===== config.mk =====
export PLATFORM = sky130hd
export DESIGN_NAME = duty_ramp
export DESIGN_NICKNAME = d
export VERILOG_FILES = /design/src/rtl/duty_ramp.sv
export SDC_FILE = /design/constraint.sdc
export NUM_CORES = 1
export LEC_CHECK = 0
export CAP_MARGIN = 20
export CELL_PAD_IN_SITES_DETAIL_PLACEMENT = 1
export CELL_PAD_IN_SITES_GLOBAL_PLACEMENT = 1
export CORE_MARGIN = 5
export CORE_UTILIZATION = 33
export CTS_BUF_LIST = sky130_fd_sc_hd__clkbuf_16
export CTS_CLUSTER_DIAMETER = 120
export DETAILED_ROUTE_END_ITERATION = 7
export GPL_TIMING_DRIVEN = 0
export HOLD_SLACK_MARGIN = 0.12
export MAX_ROUTING_LAYER = met4
export PLACE_DENSITY = 0.68
export SLEW_MARGIN = 20
export SYNTH_ARGS = -nofsm -noshare
export SYNTH_HDL_FRONTEND = slang
export SYNTH_SLANG_ARGS = --single-unit
export TNS_END_PERCENT = 100

===== constraint.sdc =====
create_clock -name clk -period 2.7 [get_ports clk]
set_input_delay 0.81 -clock clk [delete_from_list [all_inputs] [get_ports clk]]
set_output_delay 0.81 -clock clk [all_outputs]
set_load 0.02 [all_outputs]

===== src/rtl/duty_ramp.sv =====
// Breathing-LED duty sequencer: ramps a PWM duty value up, dwells, ramps down, dwells,
// advancing only on the downstream PWM generator's period-boundary pulse (co).
`timescale 1ns/1ps

module duty_ramp #(
    parameter int unsigned M    = 256,
    parameter int unsigned STEP = 1,
    parameter int unsigned DIV  = 4,
    parameter int unsigned HOLD = 16
) (
    input  logic                 clk,
    input  logic                 rst,
    input  logic                 en,
    input  logic                 co,
    output logic [$clog2(M)-1:0] duty,
    output logic                 rising,
    output logic                 cycle_done
);

    localparam int unsigned DW  = $clog2(M);
    localparam int unsigned WW  = DW + 1;
    localparam int unsigned DCW = (DIV > 1) ? $clog2(DIV) : 1;
    localparam int unsigned HCW = (HOLD > 1) ? $clog2(HOLD) : 1;

    localparam logic [WW-1:0]  StepW    = WW'(STEP);
    localparam logic [WW-1:0]  MaxW     = WW'(M - 1);
    localparam logic [DW-1:0]  DutyMax  = DW'(M - 1);
    localparam logic [DCW-1:0] DivLast  = DCW'(DIV - 1);
    localparam logic [HCW-1:0] HoldLast = HCW'(HOLD - 1);

    typedef enum logic [2:0] {
        StIdle,
        StUp,
        StHoldHi,
        StDown,
        StHoldLo
    } state_e;

    state_e         state_q, state_d;
    logic [DW-1:0]  duty_q, duty_d;
    logic [DCW-1:0] div_cnt_q, div_cnt_d;
    logic [HCW-1:0] hold_cnt_q, hold_cnt_d;
    logic           cycle_done_q, cycle_done_d;

    // One extra bit: duty+STEP cannot overflow and duty-STEP borrows into the MSB.
    logic [WW-1:0] duty_w;
    logic [WW-1:0] up_w;
    logic [WW-1:0] dn_w;
    logic          up_clamp;
    logic          dn_clamp;

    assign duty_w   = {1'b0, duty_q};
    assign up_w     = duty_w + StepW;
    assign dn_w     = duty_w - StepW;
    assign up_clamp = (up_w >= MaxW);
    assign dn_clamp = dn_w[WW-1] || (dn_w == '0);

    always_comb begin
        state_d      = state_q;
        duty_d       = duty_q;
        div_cnt_d    = div_cnt_q;
        hold_cnt_d   = hold_cnt_q;
        cycle_done_d = 1'b0;

        if (!en) begin
            state_d    = StIdle;
            duty_d     = '0;
            div_cnt_d  = '0;
            hold_cnt_d = '0;
        end else begin
            unique case (state_q)
                StIdle: begin
                    state_d    = StUp;
                    duty_d     = '0;
                    div_cnt_d  = '0;
                    hold_cnt_d = '0;
                end
                StUp: begin
                    if (co) begin
                        if (div_cnt_q == DivLast) begin
                            div_cnt_d = '0;
                            if (up_clamp) begin
                                duty_d  = DutyMax;
                                state_d = StHoldHi;
                            end else begin
                                duty_d = up_w[DW-1:0];
                            end
                        end else begin
                            div_cnt_d = div_cnt_q + DCW'(1);
                        end
                    end
                end
                StHoldHi: begin
                    if (co) begin
                        if (hold_cnt_q == HoldLast) begin
                            hold_cnt_d = '0;
                            state_d    = StDown;
                        end else begin
                            hold_cnt_d = hold_cnt_q + HCW'(1);
                        end
                    end
                end
                StDown: begin
                    if (co) begin
                        if (div_cnt_q == DivLast) begin
                            div_cnt_d = '0;
                            if (dn_clamp) begin
                                duty_d  = '0;
                                state_d = StHoldLo;
                            end else begin
                                duty_d = dn_w[DW-1:0];
                            end
                        end else begin
                            div_cnt_d = div_cnt_q + DCW'(1);
                        end
                    end
                end
                StHoldLo: begin
                    if (co) begin
                        if (hold_cnt_q == HoldLast) begin
                            hold_cnt_d   = '0;
                            state_d      = StUp;
                            cycle_done_d = 1'b1;
                        end else begin
                            hold_cnt_d = hold_cnt_q + HCW'(1);
                        end
                    end
                end
                default: begin
                    state_d    = StIdle;
                    duty_d     = '0;
                    div_cnt_d  = '0;
                    hold_cnt_d = '0;
                end
            endcase
        end
    end

    always_ff @(posedge clk or posedge rst) begin
        if (rst) begin
            state_q      <= StIdle;
            duty_q       <= '0;
            div_cnt_q    <= '0;
            hold_cnt_q   <= '0;
            cycle_done_q <= 1'b0;
        end else begin
            state_q      <= state_d;
            duty_q       <= duty_d;
            div_cnt_q    <= div_cnt_d;
            hold_cnt_q   <= hold_cnt_d;
            cycle_done_q <= cycle_done_d;
        end
    end

    assign duty       = duty_q;
    assign rising     = (state_q == StUp) || (state_q == StHoldHi);
    assign cycle_done = cycle_done_q;

endmodule


==> run metrics <==
htree depth=1; DR WL/cell=18.4 microns; Final Setup Violations=0; CTS Buffer Depth=2; clock latency on the worst-skew pair=0.25 ns; Clock Skews=0.00326 ns; drt pass-1 iters=4; worst path cell trace=buf_2 > xnor2_1 > nor2_1 > clkdlybuf4s50_1; Initial Utilization=33.7%; first-pass GRT wire length=7920 microns; Std-Cell Rows=24; CP Capture Type=output port; multiplexer share of the synthesized area=0.772%; Layout Area Growth over Synthesis=17.4%; Congestion Overflow GR=0; Async SR Flop Fraction=100%; Post-layout nets=202; Port Buffers=11; metal2 WL=2190 microns; critical path depth=4; Tcrit/Tclk final=89.6%; sequential share of the synthesized area=30.9%; final worst slack=0.281 ns; cts hold-fix bufs=0; met1 WL=2070 microns; CTS clock-pin slew for the worst setup and hold paths=0.06 ns; RSZ-0062 raised after global routing=false; area of the core=4320 sq um; Tightest Hold Check Type=reg2reg; worst slew pin tran=0.838 ns; GR Util All Layers=16.9%; Setup CP Type=reg2out; TNS Setup=0 ns; min cycle time layout=2.42 ns; top cells by area, synth=dfrtp_1 31%, ha_1 5.1%, o21ai_0 3.8%, nand3_1 3.4%, a21oi_1 3.1%; Synth Cell Area=1460 sq um; fin. max-slew vios=0; Leakage Power=0.665 nW; Synth Area in Compound Gates=27.6%; Chip Height=76.5 microns; WL final=4470 microns; vias in the first global route=1563; # Post-CTS Setup Buffers=0; Sw Share=43.9%; largest family of logic cells by synthesized area=compound AO/OA/AOI/OAI gates; CP Launch Type=flop; Vias per Instance=5.87; combinational power share=57.5%; largest net degree at the start of global routing=19; Synth Area in Simple Gates=25.5%; Final HPWL DP=3270 microns; DR top layer=met4; CTS tree=done; Synth top area share=30.9%; Primary FF master, synth=dfrtp_1; # DRC=0; cts repair resizes=0; Syn Inst Count=176; status=finished clean; Post-synth EDFFs=0; Post-Place Worst Slack=0.338 ns; Root Buffer=clkbuf_16; Worst Path Buf+Inv=2; Num CTS Buffers=3; post-synthesis adder-cell area fraction=5.15%; endpoints failing hold=0; Num Clock Sinks=18; Synth Warn #=0; maximum vdd drop=0.373 mV; Fin Hold WS=0.484 ns; share of cells above drive strength 1=9.95%; DR vias=1426; syn_nets=186; Max FO, Critical Path=10; max-capacitance violation count=0; Unique masters post-synth=53; relative slew slack=44.0%; Data arrival, critical path=1.61 ns; initial antenna violation count=0; Routed Antenna Nets=0; Worst path top cell family by delay=buffers and inverters; ANT cells=0; Pint=881 uW; Hold Crit Depth=1; Slowest-stage cell, CP=clkdlybuf4s50_1; GP Congestion=0.809; die span in x=76.5 microns; slowest stage delay, CP=0.60 ns; xor/xnor share of the synthesized area=3.00%; FF-to-FF path depth=8; top-level port count=14; FF+latch count, synth=18; fmax=413 MHz; power per standard cell area=917 nW/um^2; Clock power frac=19.8%; DR iter-0 viols=58; Syn Area/Cell=8.29 sq um; area leader, netlist=dfrtp_1; sequential share of power=22.6%; Switch Pwr=690 uW; die area=5850 sq um; routed wl met3=161 microns; Worst EP required=1.89 ns
final cells by class:
class / instances / area [sq um]
inverters: 7 / 26.3
repair buffers: 11 / 110
multi-input cells: 137 / 905
plain buffers: 14 / 77.6
clock buffers: 3 / 75.1
well taps: 52 / 65.1
fillers: 534 / 2610
flip-flops and latches: 18 / 450
clock inverters: 1 / 3.75
cell usage in the layout (no fill, tap or decap), types with 3 or more instances in the layout:
cell | netlist | layout
inv_1 | 7 | 7
buf_4 | 3 | 3
xnor2_1 | 3 | 3
or3_1 | 3 | 3
nand2b_1 | 5 | 5
clkdlybuf4s50_1 | 0 | 11
buf_2 | 5 | 5
o211ai_1 | 4 | 4
a31oi_1 | 4 | 4
nand4_1 | 4 | 4
a21oi_1 | 9 | 9
a211oi_1 | 3 | 3
nor3_1 | 8 | 8
dfrtp_1 | 18 | 18
o21ai_0 | 11 | 11
clkbuf_16 | 0 | 3
nor2_1 | 11 | 11
nor3b_1 | 3 | 3
clkbuf_1 | 5 | 5
nand3_1 | 10 | 10
nand2_1 | 10 | 10
ha_1 | 6 | 6
nor2b_1 | 4 | 4
worst paths after layout:
kind / startpoint / endpoint / slack [ns]
worst min register to register: hold_cnt_q[3] / hold_cnt_q[3] / 0.48
worst max register to register: duty[0] / duty[1] / 0.48
worst min-delay path: hold_cnt_q[3] / hold_cnt_q[3] / 0.48
max in group asynchronous: rst / duty[4] / 1.23
min in group asynchronous: rst / duty[2] / 0.99
worst max-delay path: state_q[0] / rising / 0.28
metal layers:
layer | track usage [%] | up-vias
met3 | 4.85 | 7
met1 | 20.7 | 705
met4 | 5.94 | 0
li1 | - | 689
met5 | - | -
met2 | 26.5 | 25
cell usage after synthesis (all sizes together), types with 2 or more instances:
| cell | count |
|---|---|
| a211oi | 3 |
| a21boi | 2 |
| a21oi | 9 |
| a311o | 2 |
| a31oi | 5 |
| a32o | 2 |
| buf | 9 |
| clkbuf | 5 |
| dfrtp | 18 |
| ha | 6 |
| inv | 7 |
| nand2 | 10 |
| nand2b | 5 |
| nand3 | 10 |
| nand3b | 2 |
| nand4 | 4 |
| nor2 | 11 |
| nor2b | 4 |
| nor3 | 8 |
| nor3b | 4 |
| o211ai | 4 |
| o21ai | 13 |
| o21ba | 2 |
| o22ai | 2 |
| o311ai | 2 |
| o31a | 2 |
| o41ai | 2 |
| or3 | 3 |
| xnor2 | 3 |
| xor2 | 2 |
registers in the layout (all words and copies together) (netlist names):
name        count
div_cnt_q       2
duty            8
hold_cnt_q      4
cycle_done      1
state_q         3
kinds of logic (layout without fill, tap and decap cells):
logic type / count (synthesis) / after routing
simple gates: 68 / 68
mux: 1 / 1
fa+ha+maj: 6 / 6
flops: 18 / 18
compound gates: 57 / 57
xor+xnor: 5 / 5
buf+inv: 21 / 36
metrics by stage:
step | std cells | total power, mW | utilization, % | instance area [sq um]
floorplan | 176 | 1.01 | - | 1460
CTS | 243 | 1.58 | 39.6 | 1710
detailed placement | 239 | 1.26 | 37.8 | 1630
global placement | 239 | 1.23 | 37.8 | 1630
finish | 243 | 1.57 | 39.6 | 1710
global route | 243 | 1.71 | 39.6 | 1710
power by group through the flow:
stage	combinational, mW	sequential, mW	clock, mW
final	0.904	0.356	0.311
after global routing	1.01	0.362	0.335
after CTS	0.910	0.356	0.318
after detailed placement	0.900	0.361	0
after global placement	0.878	0.356	0
after floorplan	0.638	0.372	0
No activity file was read; power rests on OpenSTA's default activity.
